`config.mk`:
```
export PLATFORM = sky130hd
export DESIGN_NAME = fifo_sync_flags_flat
export DESIGN_NICKNAME = d
export VERILOG_FILES = /design/src/rtl/fifo_sync_flags_if.sv /design/src/rtl/fifo_sync_flags.sv /design/src/flat_wrapper.sv
export SDC_FILE = /design/constraint.sdc
export NUM_CORES = 1
export LEC_CHECK = 0
export ABC_AREA = 1
export CORE_MARGIN = 1
export CORE_UTILIZATION = 40
export CTS_CLUSTER_SIZE = 40
export DETAILED_ROUTE_END_ITERATION = 6
export PLACE_DENSITY = 0.64
export SYNTH_ARGS = -nofsm -noshare
export SYNTH_HDL_FRONTEND = slang
export SYNTH_SLANG_ARGS = --single-unit
export TNS_END_PERCENT = 20
```
`constraint.sdc`:
```
create_clock -name clk -period 9.5 [get_ports clk]
set_input_delay 2.375 -clock clk [delete_from_list [all_inputs] [get_ports clk]]
set_output_delay 2.375 -clock clk [all_outputs]
set_load 0.05 [all_outputs]
```
`src/rtl/fifo_sync_flags_if.sv`:
```
// Producer/consumer bundle for fifo_sync_flags: push/pop requests, data and status flags.
interface fifo_sync_flags_if #(
  parameter int DataWidth = 32,
  parameter int PtrWidth  = 3
);
  logic                 writeEn;
  logic [DataWidth-1:0] writeData;
  logic                 readEn;
  logic                 clrErr;
  logic [DataWidth-1:0] readData;
  logic                 full;
  logic                 empty;
  logic                 almostFull;
  logic                 almostEmpty;
  logic [PtrWidth:0]    count;
  logic                 overflow;
  logic                 underflow;

  modport master (
    output writeEn, writeData, readEn, clrErr,
    input  readData, full, empty, almostFull, almostEmpty, count, overflow, underflow
  );

  modport slave (
    input  writeEn, writeData, readEn, clrErr,
    output readData, full, empty, almostFull, almostEmpty, count, overflow, underflow
  );
endinterface

```
`src/rtl/fifo_sync_flags.sv`:
```
// Single-clock FIFO with occupancy count, almost-full/empty thresholds and sticky error flags.
// Define FIFO_FWFT_EN for first-word-fall-through readData; default is registered 1-cycle read.
module fifo_sync_flags #(
  parameter int DataWidth      = 32,
  parameter int Depth          = 8,
  parameter int PtrWidth       = $clog2(Depth),
  parameter int AlmostFullThr  = Depth - 2,
  parameter int AlmostEmptyThr = 2
) (
  input logic            clk,
  input logic            rst,
  fifo_sync_flags_if.slave bus
);
  localparam logic [PtrWidth:0] DepthCnt = (PtrWidth + 1)'(Depth);
  localparam logic [PtrWidth:0] AfThr    = (PtrWidth + 1)'(AlmostFullThr);
  localparam logic [PtrWidth:0] AeThr    = (PtrWidth + 1)'(AlmostEmptyThr);
  localparam logic [PtrWidth:0] PtrOne   = (PtrWidth + 1)'(1);

  logic [DataWidth-1:0] mem [Depth];
  logic [PtrWidth:0]    wr_ptr;
  logic [PtrWidth:0]    rd_ptr;
  logic [PtrWidth:0]    occupancy;
  logic [PtrWidth-1:0]  rd_addr;
  logic                 is_full;
  logic                 is_empty;
  logic                 push_ok;
  logic                 pop_ok;
  logic                 overflow_q;
  logic                 underflow_q;

  // The extra wrap bit lets a plain subtract distinguish full from empty.
  assign occupancy = wr_ptr - rd_ptr;
  assign rd_addr   = rd_ptr[PtrWidth-1:0];
  assign is_full   = (occupancy == DepthCnt);
  assign is_empty  = (occupancy == '0);
  assign push_ok   = bus.writeEn && !is_full;
  assign pop_ok    = bus.readEn && !is_empty;

  always_ff @(posedge clk) begin
    if (rst) begin
      wr_ptr <= '0;
      rd_ptr <= '0;
    end else begin
      if (push_ok) wr_ptr <= wr_ptr + PtrOne;
      if (pop_ok)  rd_ptr <= rd_ptr + PtrOne;
    end
  end

  always_ff @(posedge clk) begin
    if (!rst && push_ok) mem[wr_ptr[PtrWidth-1:0]] <= bus.writeData;
  end

  // A fresh error in the same cycle as clrErr keeps the flag set.
  always_ff @(posedge clk) begin
    if (rst) begin
      overflow_q  <= 1'b0;
      underflow_q <= 1'b0;
    end else begin
      if (bus.writeEn && is_full) overflow_q <= 1'b1;
      else if (bus.clrErr)        overflow_q <= 1'b0;
      if (bus.readEn && is_empty) underflow_q <= 1'b1;
      else if (bus.clrErr)        underflow_q <= 1'b0;
    end
  end

`ifdef FIFO_FWFT_EN
  assign bus.readData = mem[rd_addr];
`else
  logic [DataWidth-1:0] rd_data_q;

  always_ff @(posedge clk) begin
    if (rst)         rd_data_q <= '0;
    else if (pop_ok) rd_data_q <= mem[rd_addr];
  end

  assign bus.readData = rd_data_q;
`endif

  assign bus.count       = occupancy;
  assign bus.full        = is_full;
  assign bus.empty       = is_empty;
  assign bus.almostFull  = (occupancy >= AfThr);
  assign bus.almostEmpty = (occupancy <= AeThr);
  assign bus.overflow    = overflow_q;
  assign bus.underflow   = underflow_q;
endmodule

```
`src/flat_wrapper.sv`:
```
// flat-port wrapper written by rule: the top's interface ports become plain ports
module fifo_sync_flags_flat 
#(
  parameter int DataWidth      = 32,
  parameter int Depth          = 8,
  parameter int PtrWidth       = $clog2(Depth),
  parameter int AlmostFullThr  = Depth - 2,
  parameter int AlmostEmptyThr = 2
)
  (clk, rst, bus_writeEn, bus_writeData, bus_readEn, bus_clrErr, bus_readData, bus_full, bus_empty, bus_almostFull, bus_almostEmpty, bus_count, bus_overflow, bus_underflow);
  fifo_sync_flags_if #(.DataWidth(DataWidth), .PtrWidth(PtrWidth)) bus_i ();
  input logic clk;
  input logic rst;
  input wire logic [$bits(bus_i.writeEn)-1:0] bus_writeEn;
  input wire logic [$bits(bus_i.writeData)-1:0] bus_writeData;
  input wire logic [$bits(bus_i.readEn)-1:0] bus_readEn;
  input wire logic [$bits(bus_i.clrErr)-1:0] bus_clrErr;
  output wire logic [$bits(bus_i.readData)-1:0] bus_readData;
  output wire logic [$bits(bus_i.full)-1:0] bus_full;
  output wire logic [$bits(bus_i.empty)-1:0] bus_empty;
  output wire logic [$bits(bus_i.almostFull)-1:0] bus_almostFull;
  output wire logic [$bits(bus_i.almostEmpty)-1:0] bus_almostEmpty;
  output wire logic [$bits(bus_i.count)-1:0] bus_count;
  output wire logic [$bits(bus_i.overflow)-1:0] bus_overflow;
  output wire logic [$bits(bus_i.underflow)-1:0] bus_underflow;
  assign bus_i.writeEn = bus_writeEn;
  assign bus_i.writeData = bus_writeData;
  assign bus_i.readEn = bus_readEn;
  assign bus_i.clrErr = bus_clrErr;
  assign bus_readData = bus_i.readData;
  assign bus_full = bus_i.full;
  assign bus_empty = bus_i.empty;
  assign bus_almostFull = bus_i.almostFull;
  assign bus_almostEmpty = bus_i.almostEmpty;
  assign bus_count = bus_i.count;
  assign bus_overflow = bus_i.overflow;
  assign bus_underflow = bus_i.underflow;
  fifo_sync_flags #(.DataWidth(DataWidth), .Depth(Depth), .PtrWidth(PtrWidth), .AlmostFullThr(AlmostFullThr), .AlmostEmptyThr(AlmostEmptyThr)) u_core (.clk(clk), .rst(rst), .bus(bus_i));
endmodule
```
**Yosys cells after proc, flatten, opt, wreduce, memory -nomap -nowiden**

Memory sizes are Yosys's and may differ from the RTL's. A register that Yosys moved wholly into a read port is not among the register bits.
Index checks and enable logic that the tools add are counted.

- RAM bits: 256
- Input bits: 37
- Memories: 1
- Register bits: 10
- Logic and storage cells: 27

Memories:

| memory | depth | width | read ports | clocked after Yosys merged registers in | wr ports | RTL line | source |
|---|---|---|---|---|---|---|---|
| u_core.mem | 8 | 32 | 1 | 1 | 1 | fifo_sync_flags.sv:19 | `logic [DataWidth-1:0] mem [Depth];` |

- Magnitude comparators: 2
- Equality and inequality tests: 1
- Add/sub/neg operators: 3
- Reduce and logical (&&, ||, !) cells: 11
- Multiplexer cells: 5

Operators by type and width:

| kind | number |
|---|---|
| $add A4 B1 Y4 const B | 2 |
| $logic_and A1 B1 Y1 | 5 |
| $mux W1 | 5 |
| $eq A4 B4 Y1 const B | 1 |
| $ge A4 B3 Y1 const B | 1 |
| $le A4 B2 Y1 const B | 1 |
| $logic_not A4 Y1 | 1 |
| $reduce_bool A2 Y1 | 2 |
| $sub A4 B4 Y4 | 1 |
| $logic_not A1 Y1 | 3 |

**Longest topological paths before layout**

Gate-level depths: netlist (run 1).

- Depth in word-level cells: 7
- Mapped depth: 14
- Depth with buffers taken out: 13

**Worst setup path after synthesis (run 1)**

OpenSTA, ideal clock, no wires.

- Path type: input to register
- From: input rst
- To: memory u_core.mem[2][0], enable pin
- Library setup time: 461 ps
- Stages: 4
- Slack: 3938 ps
- Data arrival time: 5101 ps
- Required time: 9039 ps
- Path through: inv_1 > clkbuf_1 > nand3_1 > nor3_1

- Longest elaborated chain between the ends: 4

RTL lines:

| what | RTL line | source |
|---|---|---|
| start: declaration | flat_wrapper.sv:13 | `input logic rst;` |
| $logic_not A1 Y1 | fifo_sync_flags.sv:50 | `if (!rst && push_ok) mem[wr_ptr[PtrWidth-1:0]] <= bus.writeData;` |
| $logic_and A1 B1 Y1 | fifo_sync_flags.sv:50 |  |
| $mux W1 | fifo_sync_flags.sv:50 |  |
| $mux W1 (implied by the code) | fifo_sync_flags.sv:50 |  |
| end: declaration | fifo_sync_flags.sv:19 |  |

No other way between the ends.

**Worst setup path after layout (run 1)**

- From: register u_core.rd_ptr[1]
- To: output bus_full

- Longest elaborated chain between the ends: 2

RTL lines:

| what | RTL line | source |
|---|---|---|
| start: declaration | fifo_sync_flags.sv:21 | `logic [PtrWidth:0] rd_ptr;` |
| start signal: assignment | fifo_sync_flags.sv:45 | `if (pop_ok) rd_ptr <= rd_ptr + PtrOne;` |
| $sub A4 B4 Y4 | fifo_sync_flags.sv:32 | `assign occupancy = wr_ptr - rd_ptr;` |
| $eq A4 B4 Y1 | fifo_sync_flags.sv:34 | `assign is_full = (occupancy == DepthCnt);` |
| end: declaration | flat_wrapper.sv:19 | `output wire logic [$bits(bus_i.full)-1:0] bus_full;` |

No other way between the ends.

==> metrics.yaml, run 1 <==
async_reset_ff_share_pct: 0
viasPerCell: 4.79
grt-ovfl-total: 0
grtUsageMet1_pct: 22.3
rsz0062_at_grt: "false"
rows: 63
slew_viol_final: 0
grt_usage_pct: 16.0
grt_max_degree: 84
fin_crit_ns: 6.08
ctsLongestPathBuffers: 3
ir_drop_v: 0.000217
numCtsBuffers: 30
start_util_pct: 40.9
synthDistinctLibCells: 25
period_share_pct: 64.0
status: "finished clean"
p_total_mw: 4.67
max_cap_violations: 0
wl_per_cell_microns: 15.1
ant_nets: 0
num_vias: 7863
cts_resized: 0
synth_top_area_share_pct: 63.0
synth_common_cells: "nor2_1, nand2_1, edfxtp_1"
worst_pin_slew_ns: 1.11
grt_pass1_vias: 7330
num_antenna_cells: 0
crit_fanout: 48
layout-drive-gt1-share_pct: 5.60
first_pass_iters: 5
finalSetupTns_ns: 0
post-synth-top-count-cell: "nor2_1"
yosys_warnings: 0
fin_ws_ns: 3.42
final-setup-viol-count: 0
whs_ns: 0.461
startpoint_type: "flip-flop"
dieArea_sq_mm: 0.0312
critPathArrivalTime_ns: 3.70
crit_path_end_kind: "primary output"
cts_tree: "done"
post_cts_buffers: 0
skew_ns: 0.0141
hold_viol: 0
syn_nets: 1212
cts.sinks: 298
num-fill-cells: 2687
pin_count: 79
wl_mm: 24.8
ys_ff_latch: 298
p_per_area_mw_per_mm2: 325
area_growth_pct: 17.6
synthFlopType: "edfxtp_1"
maxSlewHeadroom_pct: 25.9
fmax_mhz: 164
ys_top_cells_by_area: "edfxtp_1, nor2_1, nand2_1, dfxtp_1, o21ai_0"
pre_cts_ws_ns: 3.96
synth_seq_area_share_pct: 69.9
crit_required_ns: 7.13
portBuffers: 78
crit_type: "reg2out"
gp_congestion: 0.763
multi_input_area_sq_mm: 0.00313
avgSynthCellArea_sq_um: 10.4
drt_iter0_drc: 586
cts_hold_buf: 0
final-seq-area_sq_mm: 0.00853
die_x_microns: 177
synthCells: 1169
syn-cell-area_sq_mm: 0.0122
die-height_microns: 177
drcViolationCount: 0
grtUsageMet2_pct: 26.6
htreeDepth: 1
ctsRootBufferMaster: "clkbuf_16"
grt.busiest_layer: "met2"
nNetsFinal: 1271
met3_usage_pct: 2.17
min_path_type: "reg2reg"
core_area_sq_mm: 0.0298
clkTransAtPathRegs_ns: 0.06
clkLatencyLatePin_ns: 0.55
antenna_found_initial: 0
hpwl_mm: 13.6
yosys.area.top_type: "edfxtp_1"
p_leak_nw: 5.33
synth-edff-count: 256
grt_pass1_wl_mm: 39.3
[cell usage in the layout (no fill, tap or decap), types with 6 or more instances in the layout]
| cell type | n |
|---|---|
| nand2_1 | 258 |
| buf_4 | 9 |
| nor2_4 | 6 |
| nand3_1 | 13 |
| o21ai_0 | 124 |
| nor2_1 | 264 |
| dfxtp_1 | 40 |
| clkdlybuf4s50_1 | 78 |
| bufinv_16 | 6 |
| a21oi_1 | 8 |
| o21ai_1 | 36 |
| edfxtp_1 | 256 |
| clkinv_1 | 8 |
| clkbuf_16 | 31 |
| inv_1 | 76 |
[logic make-up after synthesis]
kind of cell / Yosys count / synth area share [%]
flip-flops: 298 / 69.9
buffers and inverters: 142 / 4.88
AO/OA/AOI/OAI: 169 / 6.96
XOR/XNOR: 4 / 0.287
adder cells (fa/ha/maj): 6 / 0.677
AND/OR/NAND/NOR: 550 / 17.3
[per-layer routing]
layer  part of all wire, %  vias to the layer above
met5                     0                        -
met4                   2.0                        0
met3                   4.2                       36
met2                    47                      166
met1                    46                     3692
li1                      -                     3969
[report_power, final]
part | internal, mW | switching [mW] | leakage [nW]
clock | 0.754 | 0.478 | 0.504
sequential | 1.58 | 0.0677 | 2.66
combinational | 0.547 | 1.24 | 2.17
[path summary, 6_finish.rpt]
kind                             from                   to  slack (ns)  cells after the start
setup / recovery     u_core.rd_ptr[1]             bus_full        3.42                      7
hold / removal    u_core.bus.overflow  u_core.bus.overflow        0.46                      2
setup reg to reg     u_core.rd_ptr[1]     u_core.mem[4][5]        5.34                      9
hold reg to reg   u_core.bus.overflow  u_core.bus.overflow        0.46                      2
[state kept, by name (all words and copies together) (netlist names)]
name / cells
u_core.wr_ptr: 4
u_core.mem: 256
u_core.rd_ptr: 4
u_core.bus.underflow: 1
u_core.bus.readData: 32
u_core.bus.overflow: 1
[stage by stage]
stage                     util [%]  cells  instance area, sq um
after global placement        44.7   1586                 13300
after CTS                     48.1   1641                 14300
final                         48.1   1641                 14300
after detailed placement      44.7   1586                 13300
after global routing          48.1   1641                 14300
after floorplan                  -   1169                 12200
[final cells by class]
class / instances / share of cell area [%]
Multi-Input combinational cell: 729 / 21.8
Tap cell: 390 / 3.40
Sequential cell: 298 / 59.5
Inverter: 82 / 2.15
Timing Repair Buffer: 87 / 5.91
Clock inverter: 19 / 1.69
Clock buffer: 36 / 5.54
[critical path, cell delays in order, from the launching register on]
cell	delay, ns
dfxtp_1	0.39
clkinv_2	0.56
fa_1	0.73
or2_1	0.26
nor2_2	0.12
nand3_1	0.17
inv_1	0.11
clkdlybuf4s50_1	0.80
(Power assumes the default switching activity.)
==> run 2: changes to the inputs <==
==> constraint.sdc (replaced) <==
create_clock -name clk -period 6.1 [get_ports clk]
set_input_delay 1.525 -clock clk [delete_from_list [all_inputs] [get_ports clk]]
set_output_delay 1.525 -clock clk [all_outputs]
set_load 0.05 [all_outputs]
==> run 2 against run 1 <==
Against the previous run: utilization down 0.26 points; critical path type unchanged; worst hold slack improved by 0.0092 ns; design area down 0.54%; critical path depth stayed put; critical endpoint unchanged; sequential cell count unchanged; first-iteration DRC count up 13%.
==> metrics.yaml, run 2 (synthesized netlist as in run 1, its figures left out) <==
clkTransAtPathRegs_ns: 0.06  # about the same
whs_path_depth: 2  # unchanged
cts_resized: 0  # unchanged
ir_drop_v: 0.000301  # +38%
num_antenna_cells: 0  # unchanged
post_cts_buffers: 0  # unchanged
p_per_area_mw_per_mm2: 499  # +53%
grt_pass1_vias: 7349  # +0.26%
critPathTopFamily: "buffers and inverters"
met3_usage_pct: 2.79  # +0.62 points
cp_cell_sequence: "clkinv_2 > fa_1 > or2_1 > nor2_2 > nand3_1 > inv_1 > clkdlybuf4s50_1"
grt_pass1_wl_mm: 39.0  # -0.95%
grtUsageMet2_pct: 27.0  # +0.36 points
viasPerCell: 4.79  # about the same
rows: 63  # unchanged
wl_per_cell_microns: 14.8  # -1.7%
start_util_pct: 40.9  # unchanged
final-setup-viol-count: 0  # unchanged
crit_required_ns: 4.58  # -2.55 ns
fmax_mhz: 193
antenna_found_initial: 0  # unchanged
num-fill-cells: 2692  # +0.19%
cts.sinks: 298  # unchanged
cts_tree: "done"
largest_register_ffs: 256  # unchanged
portBuffers: 78  # unchanged
pin_count: 79  # unchanged
grtUsageMet1_pct: 20.8  # -1.5 points
grt_usage_pct: 15.7  # -0.31 points
layout_commonest_cell: "nor2_1"
worst_pin_slew_ns: 1.12  # +0.00847 ns
hpwl_mm: 13.0  # -4.0%
max_cap_violations: 0  # unchanged
layout-drive-gt1-share_pct: 5.91  # +0.32 points
fin_crit_ns: 5.18
critPathArrivalTime_ns: 3.65  # -0.05 ns
maxSlewHeadroom_pct: 25.3  # -0.57 points
crit_path_top_delay_cell: "clkdlybuf4s50_1"
core_area_sq_mm: 0.0298  # unchanged
numCtsBuffers: 30  # unchanged
die-height_microns: 177  # unchanged
status: "finished clean"
min_path_type: "reg2reg"
grt_max_degree: 93  # +11%
reg2regPathDepth: 9  # unchanged
crit_fanout: 42  # -13%
first_pass_iters: 5  # unchanged
drt_iter0_drc: 665  # +13%
placed_area_sq_mm: 0.0133  # about the same
ctsRootBufferMaster: "clkbuf_16"
ctsLongestPathBuffers: 3  # unchanged
final_cell_mix: "nor2_1, nand2_1, edfxtp_1"
drcViolationCount: 0  # unchanged
wl_mm: 24.4  # -1.7%
critPathMaxStageDelay_ns: 0.80  # about the same
area_growth_pct: 17.0
htreeDepth: 1  # unchanged
fin_area_sq_mm: 0.0143  # -0.54%
hold_viol: 0  # unchanged
dieArea_sq_mm: 0.0312  # unchanged
place_inst: 1587  # +0.063%
cts_hold_buf: 0  # unchanged
crit_path_end_kind: "primary output"
nNetsFinal: 1272  # +0.079%
crit_type: "reg2out"
grt.busiest_layer: "met2"
startpoint_type: "flip-flop"
clkLatencyLatePin_ns: 0.56  # about the same
ant_nets: 0  # unchanged
cp_num_cells: 7  # unchanged
fin_cells: 1642  # +0.061%
num_vias: 7865  # +0.025%
finalSetupTns_ns: 0  # unchanged
die_x_microns: 177  # unchanged
path_buf_inv: 3  # unchanged
period_share_pct: 84.9
p_leak_nw: 5.30  # -0.53%
rsz0062_at_grt: "false"
skew_ns: 0.0170  # +0.00299 ns
grt-ovfl-total: 0  # unchanged
slew_viol_final: 0  # unchanged
gp_congestion: 0.779  # +2.2%
-- run 2: worst min-delay path: stages, from the launching register on --
cell     delay (ns)
dfxtp_1        0.31
nand2_1        0.06
a21oi_1        0.06
-- run 2: final cells by class --
type / count / area (sq um) / share of cell area [%]
tap: 390 / 488 / 3.42
timing repair buffer: 88 / 856 / 6.00
clock buffer: 36 / 805 / 5.64
clock inverter: 19 / 148 / 1.03
multi-input combinational: 729 / 3130 / 21.9
sequential: 298 / 8530 / 59.8
inverter: 82 / 309 / 2.17
-- run 2: stage by stage --
| step | worst slack [ns] | utilization, % | power, mW | hold slack, ns |
|---|---|---|---|---|
| 5_1_grt | 0.655 | 47.9 | 7.58 | 0.499 |
| 3_5_place_dp | 1.48 | 44.7 | 5.41 | 0.460 |
| 6_report | 0.922 | 47.9 | 7.12 | 0.470 |
| 4_1_cts | 0.882 | 47.9 | 7.18 | 0.469 |
| 2_1_floorplan | 1.21 | - | 4.66 | 0.471 |
| 3_3_place_gp | 1.55 | 44.7 | 5.37 | 0.455 |
-- run 2: power breakdown --
| part | internal [mW] | total [mW] | switching, mW | leakage, nW |
|---|---|---|---|---|
| registers | 2.45 | 2.54 | 0.0887 | 2.66 |
| clock network | 1.02 | 1.77 | 0.748 | 0.470 |
| logic | 0.853 | 2.81 | 1.96 | 2.17 |
-- run 2: worst paths after layout --
kind                    endpoint           startpoint  slack, ns
max                     bus_full     u_core.rd_ptr[1]       0.92
min          u_core.bus.overflow  u_core.bus.overflow       0.47
max reg2reg    u_core.mem[5][20]     u_core.rd_ptr[1]       2.01
min reg2reg  u_core.bus.overflow  u_core.bus.overflow       0.47
-- run 2: routing by layer --
metal	share of wire (%)	vias to the layer above
met5	0	-
met4	1.7	0
met3	4.8	36
met2	48	157
met1	46	3697
li1	-	3975
